## src/rtl/spi_frame_decoder_if.sv

```systemverilog
// FIFO read side and byte stream bundle for spi_frame_decoder.
// master = decoder side, slave = FIFO/host side.
interface spi_frame_decoder_if;
  logic [63:0] in_fifo_data;
  logic        in_fifo_empty;
  logic        in_fifo_rd_en;
  logic [7:0]  m_data;
  logic        m_valid;
  logic        m_ready;
  logic        m_first;
  logic        m_last;

  modport master (
    input  in_fifo_data,
    input  in_fifo_empty,
    input  m_ready,
    output in_fifo_rd_en,
    output m_data,
    output m_valid,
    output m_first,
    output m_last
  );

  modport slave (
    output in_fifo_data,
    output in_fifo_empty,
    output m_ready,
    input  in_fifo_rd_en,
    input  m_data,
    input  m_valid,
    input  m_first,
    input  m_last
  );
endinterface

```

## src/rtl/spi_frame_decoder.sv

```systemverilog
// Un-rotates SPI sample words and re-frames chip bytes into hit frames.
// Optional SPI_FRAME_TIMESTAMP_EN appends a header-time stamp per frame.
module spi_frame_decoder #(
  parameter logic [7:0] IDLE_BYTE = 8'hBC,
  parameter int         MAX_LEN   = 8,
  parameter int         TS_WIDTH  = 32
) (
  input  logic                clock,
  input  logic                resetn,
  spi_frame_decoder_if.master bus,
  input  logic                clear_counts,
  output logic [15:0]         frame_count,
  output logic [7:0]          error_count
);

  localparam logic [1:0] HUNT    = 2'd0;
  localparam logic [1:0] PAYLOAD = 2'd1;
`ifdef SPI_FRAME_TIMESTAMP_EN
  localparam logic [1:0] TS      = 2'd2;
  localparam int         NB      = TS_WIDTH / 8;
`endif
  localparam logic [7:0] MAX_B = 8'(MAX_LEN);

  logic [1:0]  state;
  logic [63:0] word;
  logic        have_word;
  logic        rd_q;
  logic [2:0]  idx;
  logic [7:0]  remaining;

  logic [7:0] raw;
  logic [7:0] cur;
  logic       in_hunt;
  logic       in_pay;
  logic       avail;
  logic       is_idle;
  logic       hdr_ok;
  logic       drop;
  logic       bad_hdr;
  logic       out_free;
  logic       consume;
  logic       emit_in;
  logic       ts_emit;
  logic       emit;
  logic       frame_done;
  logic [7:0] nxt_data;
  logic       nxt_first;
  logic       nxt_last;

  // rd_q means in_fifo_data holds a fresh word this cycle: byte 0 bypasses
  assign raw = have_word ? word[{~idx, 3'b111} -: 8]
                         : bus.in_fifo_data[63:56];
  assign cur = {raw[5:0], raw[7:6]};

  assign in_hunt  = state == HUNT;
  assign in_pay   = state == PAYLOAD;
  assign avail    = have_word || rd_q;
  assign is_idle  = cur == IDLE_BYTE;
  assign hdr_ok   = (cur != 8'd0) && (cur <= MAX_B);
  assign drop     = in_hunt && (is_idle || !hdr_ok);
  assign bad_hdr  = in_hunt && !is_idle && !hdr_ok;
  assign out_free = !bus.m_valid || bus.m_ready;
  assign consume  = avail && (in_hunt || in_pay) && (drop || out_free);
  assign emit_in  = consume && !drop;
  assign emit     = emit_in || ts_emit;

  assign bus.in_fifo_rd_en = resetn && !rd_q && !bus.in_fifo_empty &&
                             (!have_word || (idx == 3'd7 && consume));

`ifdef SPI_FRAME_TIMESTAMP_EN
  logic [TS_WIDTH-1:0] ts_cnt;
  logic [TS_WIDTH-1:0] ts_sr;
  logic [7:0]          ts_idx;
  logic                ts_last;

  assign ts_emit = (state == TS) && out_free;
  assign ts_last = ts_idx == 8'd0;

  always_ff @(posedge clock) begin
    if (!resetn) begin
      ts_cnt <= '0;
      ts_sr  <= '0;
      ts_idx <= '0;
    end else begin
      ts_cnt <= ts_cnt + 1'b1;
      if (emit_in && in_hunt)
        ts_sr <= ts_cnt;
      else if (ts_emit)
        ts_sr <= ts_sr << 8;
      if (emit_in && in_pay && remaining == 8'd1)
        ts_idx <= 8'(NB - 1);
      else if (ts_emit)
        ts_idx <= ts_idx - 8'd1;
    end
  end
`else
  logic unused_ts;
  assign ts_emit   = 1'b0;
  assign unused_ts = (TS_WIDTH % 8) != 0;
`endif

  always_comb begin
    nxt_data  = cur;
    nxt_first = in_hunt;
    nxt_last  = in_pay && (remaining == 8'd1);
`ifdef SPI_FRAME_TIMESTAMP_EN
    nxt_last = ts_emit && ts_last;
    if (ts_emit)
      nxt_data = ts_sr[TS_WIDTH-1 -: 8];
`endif
  end

  assign frame_done = emit && nxt_last;

  always_ff @(posedge clock) begin
    if (!resetn) begin
      state       <= HUNT;
      word        <= '0;
      have_word   <= 1'b0;
      rd_q        <= 1'b0;
      idx         <= '0;
      remaining   <= '0;
      bus.m_valid <= 1'b0;
      bus.m_data  <= '0;
      bus.m_first <= 1'b0;
      bus.m_last  <= 1'b0;
      frame_count <= '0;
      error_count <= '0;
    end else begin
      rd_q <= bus.in_fifo_rd_en;
      if (rd_q) begin
        word      <= bus.in_fifo_data;
        have_word <= 1'b1;
        idx       <= consume ? 3'd1 : 3'd0;
      end else if (consume) begin
        idx <= idx + 3'd1;
        if (idx == 3'd7)
          have_word <= 1'b0;
      end

      if (emit) begin
        bus.m_valid <= 1'b1;
        bus.m_data  <= nxt_data;
        bus.m_first <= nxt_first;
        bus.m_last  <= nxt_last;
      end else if (bus.m_ready) begin
        bus.m_valid <= 1'b0;
      end

      case (state)
        HUNT: begin
          if (emit_in) begin
            state     <= PAYLOAD;
            remaining <= cur;
          end
        end
        PAYLOAD: begin
          if (emit_in) begin
            remaining <= remaining - 8'd1;
            if (remaining == 8'd1)
`ifdef SPI_FRAME_TIMESTAMP_EN
              state <= TS;
`else
              state <= HUNT;
`endif
          end
        end
`ifdef SPI_FRAME_TIMESTAMP_EN
        TS: begin
          if (ts_emit && ts_last)
            state <= HUNT;
        end
`endif
        default: state <= HUNT;
      endcase

      if (clear_counts) begin
        frame_count <= '0;
        error_count <= '0;
      end else begin
        if (frame_done)
          frame_count <= frame_count + 16'd1;
        if (consume && bad_hdr && error_count != 8'hFF)
          error_count <= error_count + 8'd1;
      end
    end
  end

endmodule
```

## src/flat_wrapper.sv

```systemverilog
// flat-port wrapper written by rule: the top's interface ports become plain ports
module spi_frame_decoder_flat 
#(
  parameter logic [7:0] IDLE_BYTE = 8'hBC,
  parameter int         MAX_LEN   = 8,
  parameter int         TS_WIDTH  = 32
)
  (clock, resetn, clear_counts, frame_count, error_count, bus_in_fifo_data, bus_in_fifo_empty, bus_m_ready, bus_in_fifo_rd_en, bus_m_data, bus_m_valid, bus_m_first, bus_m_last);
  spi_frame_decoder_if bus_i ();
  input  logic clock;
  input  logic resetn;
  input  logic clear_counts;
  output logic [15:0] frame_count;
  output logic [7:0] error_count;
  input wire logic [$bits(bus_i.in_fifo_data)-1:0] bus_in_fifo_data;
  input wire logic [$bits(bus_i.in_fifo_empty)-1:0] bus_in_fifo_empty;
  input wire logic [$bits(bus_i.m_ready)-1:0] bus_m_ready;
  output wire logic [$bits(bus_i.in_fifo_rd_en)-1:0] bus_in_fifo_rd_en;
  output wire logic [$bits(bus_i.m_data)-1:0] bus_m_data;
  output wire logic [$bits(bus_i.m_valid)-1:0] bus_m_valid;
  output wire logic [$bits(bus_i.m_first)-1:0] bus_m_first;
  output wire logic [$bits(bus_i.m_last)-1:0] bus_m_last;
  assign bus_i.in_fifo_data = bus_in_fifo_data;
  assign bus_i.in_fifo_empty = bus_in_fifo_empty;
  assign bus_i.m_ready = bus_m_ready;
  assign bus_in_fifo_rd_en = bus_i.in_fifo_rd_en;
  assign bus_m_data = bus_i.m_data;
  assign bus_m_valid = bus_i.m_valid;
  assign bus_m_first = bus_i.m_first;
  assign bus_m_last = bus_i.m_last;
  spi_frame_decoder #(.IDLE_BYTE(IDLE_BYTE), .MAX_LEN(MAX_LEN), .TS_WIDTH(TS_WIDTH)) u_core (.clock(clock), .resetn(resetn), .bus(bus_i), .clear_counts(clear_counts), .frame_count(frame_count), .error_count(error_count));
endmodule
```

## config.mk

```make
export PLATFORM = sky130hd
export DESIGN_NAME = spi_frame_decoder_flat
export DESIGN_NICKNAME = d
export VERILOG_FILES = /design/src/rtl/spi_frame_decoder_if.sv /design/src/rtl/spi_frame_decoder.sv /design/src/flat_wrapper.sv
export SDC_FILE = /design/constraint.sdc
export NUM_CORES = 1
export LEC_CHECK = 0
export ABC_AREA = 1
export CAP_MARGIN = 20
export CORE_ASPECT_RATIO = 0.8
export CORE_UTILIZATION = 30
export CTS_BUF_LIST = sky130_fd_sc_hd__clkbuf_8
export CTS_CLUSTER_SIZE = 25
export DETAILED_ROUTE_END_ITERATION = 8
export HOLD_SLACK_MARGIN = 0.02
export MAX_ROUTING_LAYER = met4
export PLACE_DENSITY = 0.5
export SYNTH_ARGS = -nofsm -noshare
export SYNTH_HDL_FRONTEND = slang
export SYNTH_SLANG_ARGS = --single-unit
```

## constraint.sdc

```tcl
create_clock -name clock -period 4.37 [get_ports clock]
set_input_delay 0.6555 -clock clock [delete_from_list [all_inputs] [get_ports clock]]
set_output_delay 0.6555 -clock clock [all_outputs]
set_load 0.01 [all_outputs]
```

---- Yosys cells after proc, flatten, opt, wreduce, memory -nomap -nowiden ----
Cells that the tools add are included.
operators by class
  $add $sub $neg .......................... 4
  multiply operators ...................... 0
  div/mod/pow operators ................... 0
  magnitude comparators ................... 1
  equal/unequal tests ..................... 8
  shift operators ......................... 1
  multiplexer cells ....................... 16
  bitwise logic cells ..................... 2
  reduce and logical (&&, ||, !) cells .... 38
operator list
  kind                     count
  $shiftx A71 B7 Y8        1
  $mux W8                  3
  $add A16 B1 Y16 const B  1
  $pmux W8 S2              1
  $logic_and A1 B1 Y1      15
  $add A8 B1 Y8 const B    1
  $eq A8 B1 Y1 const B     1
  $eq A8 B8 Y1 const B     1
  $le A8 B4 Y1 const B     1
  $ne A8 B8 Y1 const B     1
  $reduce_bool A2 Y1       4
  $reduce_bool A8 Y1       1
  $sub A8 B1 Y8 const B    1
  $logic_not A1 Y1         7
  $logic_or A1 B1 Y1       6
  $mux W1                  6
  $mux W2                  3
  $mux W3                  2
  $ne A2 B2 Y1 const B     3
  $reduce_and A3 Y1        2
  $pmux W2 S2              1
  $add A3 B1 Y3 const B    1
  $eq A3 B3 Y1 const B     1
  $not A3 Y3               1
  5 further kinds          5
storage, ports and cells
  bits in registers ....................... 114
  bits in latches ......................... 0
  bits in writable memories ............... 0
  bits in read-only memories .............. 0
  input port bits ......................... 69
  output and inout bits ................... 36
  logic and storage cells ................. 82
  memories ................................ 0

---- Depth between registers and ports, before layout ----
  word-level depth ........................ 13
  gate-level depth with buffers ........... 19
  mapped depth without buffers ............ 16

---- Worst setup path after synthesis ----
Ideal clock, no wire load.
  path kind ............................... reg-to-output
  from .................................... register u_core.idx[1]
  to ...................................... output bus_in_fifo_rd_en
  arrival time ............................ 1895 ps
  required time ........................... 3714 ps
  path slack .............................. 1819 ps
  stages on the path, launching flop included .. 17
  path buffers ............................ 3
  cell sequence ........................... dfxtp_1 -> buf_4 -> inv_2 -> buf_6 -> nor2_1 -> o21ai_1 -> nand3_1 -> nand3_1 -> nand2_1 -> nor2_1 -> nand2_1 -> nand3_2 -> nand2_4 -> nand2_1 -> buf_4 -> nand3_1 -> a21oi_1
between the ends
  cells in the longest elaborated chain, start to end .. 13
  elaborated cells on any way between the ends .. 16
  those cells by class .................... 1 x order compare; 2 x eq/ne; 1 x shift; 1 x mux; 1 x bitwise; 10 x reduce/logical
ends and longest elaborated chain
  element                                                    RTL line                  text
  start, declared                                            spi_frame_decoder.sv:28   logic [2:0] idx;
  start signal, assigned                                     spi_frame_decoder.sv:134  idx <= consume ? 3'd1 : 3'd0;
  start signal, assigned                                     spi_frame_decoder.sv:136  idx <= idx + 3'd1;
  $not A3 Y3                                                 spi_frame_decoder.sv:51   assign raw = have_word ? word[{~idx, 3'b111} -: 8]
  $shiftx A71 B7 Y8                                          spi_frame_decoder.sv:51
  $mux W8                                                    spi_frame_decoder.sv:51
  $le A8 B4 Y1 / $reduce_bool A8 Y1 (equally long branches)  spi_frame_decoder.sv:59   assign hdr_ok = (cur != 8'd0) && (cur <= MAX_B);
  $logic_and A1 B1 Y1                                        spi_frame_decoder.sv:59
  $logic_not A1 Y1                                           spi_frame_decoder.sv:60   assign drop = in_hunt && (is_idle || !hdr_ok);
  $logic_or A1 B1 Y1                                         spi_frame_decoder.sv:60
  $logic_and A1 B1 Y1                                        spi_frame_decoder.sv:60
  $logic_or A1 B1 Y1                                         spi_frame_decoder.sv:63   assign consume = avail && (in_hunt || in_pay) && (drop || out_free);
  $logic_and A1 B1 Y1                                        spi_frame_decoder.sv:63
  $logic_and A1 B1 Y1 *                                      spi_frame_decoder.sv:68   (!have_word || (idx == 3'd7 && consume));
  $logic_or A1 B1 Y1 *                                       spi_frame_decoder.sv:68
  $logic_and A1 B1 Y1 *                                      spi_frame_decoder.sv:67   assign bus.in_fifo_rd_en = resetn && !rd_q && !bus.in_fifo_empty &&
  end, declared                                              flat_wrapper.sv:18        output wire logic [$bits(bus_i.in_fifo_rd_en)-1:0] bus_in_fifo_rd_en;
Mark *: on every way between the ends. The rest lies on a longest branch, timed or not.

---- Final worst setup path ----
  from .................................... register u_core.have_word
  to ...................................... output bus_in_fifo_rd_en
between the ends
  cells in the longest elaborated chain, start to end .. 11
  elaborated cells on any way between the ends .. 16
  those cells by class .................... 1 x order compare; 1 x eq/ne; 1 x mux; 13 x reduce/logical
ends and longest elaborated chain
  element                                                    RTL line                  text
  start, declared                                            spi_frame_decoder.sv:26   logic have_word;
  start signal, assigned                                     spi_frame_decoder.sv:119  have_word <= 1'b0;
  start signal, assigned                                     spi_frame_decoder.sv:133  have_word <= 1'b1;
  start signal, assigned                                     spi_frame_decoder.sv:138  have_word <= 1'b0;
  $mux W8                                                    spi_frame_decoder.sv:51
  $le A8 B4 Y1 / $reduce_bool A8 Y1 (equally long branches)  spi_frame_decoder.sv:59
  $logic_and A1 B1 Y1                                        spi_frame_decoder.sv:59
  $logic_not A1 Y1                                           spi_frame_decoder.sv:60
  $logic_or A1 B1 Y1                                         spi_frame_decoder.sv:60
  $logic_and A1 B1 Y1                                        spi_frame_decoder.sv:60
  $logic_or A1 B1 Y1                                         spi_frame_decoder.sv:63
  $logic_and A1 B1 Y1                                        spi_frame_decoder.sv:63
  $logic_and A1 B1 Y1                                        spi_frame_decoder.sv:68
  $logic_or A1 B1 Y1 *                                       spi_frame_decoder.sv:68
  $logic_and A1 B1 Y1 *                                      spi_frame_decoder.sv:67
Marked as above.

==> results by group <==
Clocking
  – Post-cts gate resize count: 0
  – Postcts setup bufs: 0
  – Sink Count: 113
  – Clock Latency Late Sink: 0.45 ns
  – CTS root buffer: clkbuf_8
  – Clk pin slew, worst setup/hold paths: 0.08 ns
  – CTS tree: done
  – Hold Buf Count CTS: 0
  – Total CTS buffers: 17
  – H-Tree Depth: 4
  – Bufs on Longest Clock Path: 2

Place
  – Inst Count DP: 1,134
  – Dpl hpwl: 11,400 µm
  – GPL Wtd Cong: 0.816
  – Dpl cell area: 0.00680 mm²
  – Port Buf Inserts: 104

Floorplan
  – Placeable Area: 0.0183 mm²
  – Die width: 155 µm
  – Die height: 125 µm
  – Cell Rows: 44
  – Die footprint: 0.0194 mm²
  – Initial Utilization: 30.9%
  – IO Pins: 105

Timing
  – Least-Margin Pin Slew: 0.973 ns
  – Worst hold slack: 0.460 ns
  – Final Max Tran Viols: 0
  – Unrepaired setup endpoints after global routing: false
  – Fin Setup TNS: 0 ns
  – Setup Skew: 0.0176 ns
  – Setup-failing EPs final: 0
  – Fin. Hold Viols: 0
  – Final period util: 90.2%
  – Fin crit period: 3.94 ns
  – Max Freq: 254 MHz
  – Slew Limit Headroom: 35.1%

GRT
  – Grt total ovfl: 0
  – Largest net degree at the start of global routing: 106
  – Grt peak-use layer: met1
  – GRT met2 Usage: 25.5%
  – Overall Global Routing Usage: 18.0%
  – GRT met3 Usage: 3.51%
  – Initial antenna violation count: 0
  – Wire length of the first global-routing pass: 26,600 µm
  – Vias in the first global route: 5,113
  – Met1 Resource Use GR: 25.6%

Synthesis
  – Syn Nets: 890
  – FF+latch count, synth: 113
  – Cell variety after synth: 36
  – Cells after Synth: 815
  – Primary FF master, synth: dfxtp_1
  – FFs w/ async S/R, synth: 0%
  – EDFF count, synth: 0
  – Seq/Total Area, Yosys: 40.1%
  – Yosys warnings: 0
  – Mapped Avg Cell Area: 6.92 µm²
  – Post-synthesis cell area: 0.00564 mm²

Routing
  – Total wire length: 16,200 µm
  – Wire per inst: 13.9 µm
  – Vias per std cell: 4.60
  – Antenna viol nets, final: 0
  – Post-route DRC: 0
  – DR iter-0 viols: 376
  – TritonRoute pass-1 iters: 4
  – Via count: 5,363

Critical path
  – CP Class: flop to output port
  – Worst EP required: 3.71 ns
  – CP Capture Type: output port
  – Startpoint Class: flop
  – Critical path arrival: 3.29 ns
  – Crit-path max FO: 11

Power and ir drop
  – Leak: 2.80 nW
  – Logic pwr share: 14.7%
  – Clock power share: 42.7%
  – Peak VDD IR: 183 µV
  – Int Power: 1.86 mW
  – Switching power: 0.739 mW
  – PwrDens: 359 mW/mm²
  – Sequential Power Share: 42.6%
  – Sw Ratio: 28.4%

Layout
  – Nets: 975
  – Non-filler instance count after layout: 1,166
  – Fraction of layout cells with a size suffix above 1: 8.76%
  – Post-Layout Inst Area: 0.00724 mm²
  – Area grow syn2layout: 28.4%
  – ANT cells: 0
  – Utilization after layout: 39.6%

Run
  – Max-cap viol count: 0

Outcome
  – Status: complete, no violations

Min path
  – Min-delay worst type: flop to flop
cell families after synthesis:
| family | synth area share (%) |
|---|---|
| and+or+nand+nor | 27.7 |
| AOI/OAI and AO/OA | 17.4 |
| buffers and inverters | 10.7 |
| DFF | 40.1 |
| xor gates and xnor gates | 2.79 |
| adders and majority gates | 1.33 |
state kept, by name (all words and copies together), names as in the netlist:
signal              flops
u_core.bus.m_data       8
u_core.bus.m_first      1
u_core.bus.m_last       1
u_core.bus.m_valid      1
u_core.error_count      8
u_core.frame_count     16
u_core.have_word        1
u_core.idx              3
u_core.rd_q             1
u_core.remaining        8
u_core.state            1
u_core.word            64
cell usage after synthesis (2+ instances only):
master / number / share of area [%]
a21oi_2: 10 / 1.6
nand3_1: 52 / 4.6
nor2_1: 95 / 6.3
clkbuf_1: 27 / 1.8
inv_2: 5 / 0.33
nand3_2: 2 / 0.35
nand2_2: 12 / 1.3
nor2_2: 2 / 0.22
inv_1: 80 / 5.3
nand4_1: 15 / 1.7
buf_6: 8 / 1.6
a21oi_1: 78 / 6.9
buf_2: 5 / 0.44
nor3_1: 9 / 0.80
o21ai_0: 81 / 7.2
xnor2_1: 8 / 1.2
ha_1: 6 / 1.3
buf_4: 4 / 0.53
o21ai_1: 10 / 0.89
clkinv_1: 3 / 0.20
dfxtp_1: 113 / 40
nor4_1: 3 / 0.33
xor2_1: 10 / 1.6
o211ai_1: 2 / 0.27
a31oi_1: 4 / 0.44
nand2_1: 161 / 11
critical path, cell delays in order, from the launching register on:
cell,delay [ns]
dfxtp_1,0.58
clkinv_1,0.42
nand2_1,0.17
nand2_2,0.11
nor2_4,0.13
nand2_1,0.09
nand3_2,0.10
nand2_4,0.07
nand2_1,0.10
buf_4,0.18
nand3_1,0.13
a21oi_1,0.17
clkdlybuf4s50_1,0.57
power groups by stage:
| stage | sequential [mW] | clock [mW] | combinational [mW] |
|---|---|---|---|
| finish | 1.11 | 1.11 | 0.382 |
| global route | 1.11 | 1.19 | 0.433 |
| CTS | 1.11 | 1.14 | 0.386 |
| detailed placement | 1.13 | 0 | 0.384 |
| global placement | 1.13 | 0 | 0.383 |
| floorplan | 1.12 | 0 | 0.258 |
placed cells by master (no fill, tap or decap), drive strengths merged:
cell type / netlist / final
clkdlybuf4s50: 0 / 103
o211ai: 2 / 2
xor2: 10 / 10
buf: 19 / 9
xnor2: 8 / 8
nor4: 3 / 3
o21ai: 91 / 91
nor2: 99 / 99
clkinv: 3 / 6
nand2: 174 / 174
dfxtp: 113 / 113
a21oi: 88 / 88
nor3: 9 / 9
clkbuf: 27 / 17
a31oi: 4 / 4
clkinvlp: 0 / 4
a22oi: 1 / 1
nand4: 16 / 16
nand3: 55 / 55
inv: 86 / 90
bufinv: 0 / 4
ha: 6 / 6
or2: 1 / 1
metrics by stage:
| stage | power [mW] | setup WS (ns) |
|---|---|---|
| after floorplan | 1.38 | 1.82 |
| after global placement | 1.51 | 0.833 |
| after detailed placement | 1.52 | 0.814 |
| after CTS | 2.63 | 0.445 |
| after global routing | 2.73 | 0.118 |
| final | 2.60 | 0.429 |
metal layers:
layer  wire (µm)  vias to the layer above  share of wire (%)
met5           0                        -                  0
met2        6710                       93                 41
li1            -                     2803                  -
met3         561                        9                3.5
met1        8780                     2458                 54
met4         152                        0               0.94
cell type report:
| type | instances | area [µm²] |
|---|---|---|
| well taps | 253 | 317 |
| fillers | 2014 | 11000 |
| repair buffers | 112 | 1110 |
| inverters | 89 | 337 |
| flip-flops and latches | 113 | 2260 |
| clock buffers | 17 | 234 |
| multi-input cells | 567 | 2780 |
| clock inverters | 15 | 208 |
path summary, 6_finish.rpt:
path | cells past startpoint | from | end | slack, ns
max | 12 | u_core.have_word$_SDFFE_PN0P_ | bus_in_fifo_rd_en | 0.43
min | 2 | u_core.word[59]$_SDFFE_PN0P_ | u_core.word[59]$_SDFFE_PN0P_ | 0.46
max reg2reg | 6 | u_core.have_word$_SDFFE_PN0P_ | u_core.bus.m_data[2]$_SDFFE_PN0P_ | 1.57
min reg2reg | 2 | u_core.word[59]$_SDFFE_PN0P_ | u_core.word[59]$_SDFFE_PN0P_ | 0.46
Note: power is estimated with default switching activity, not from simulation.
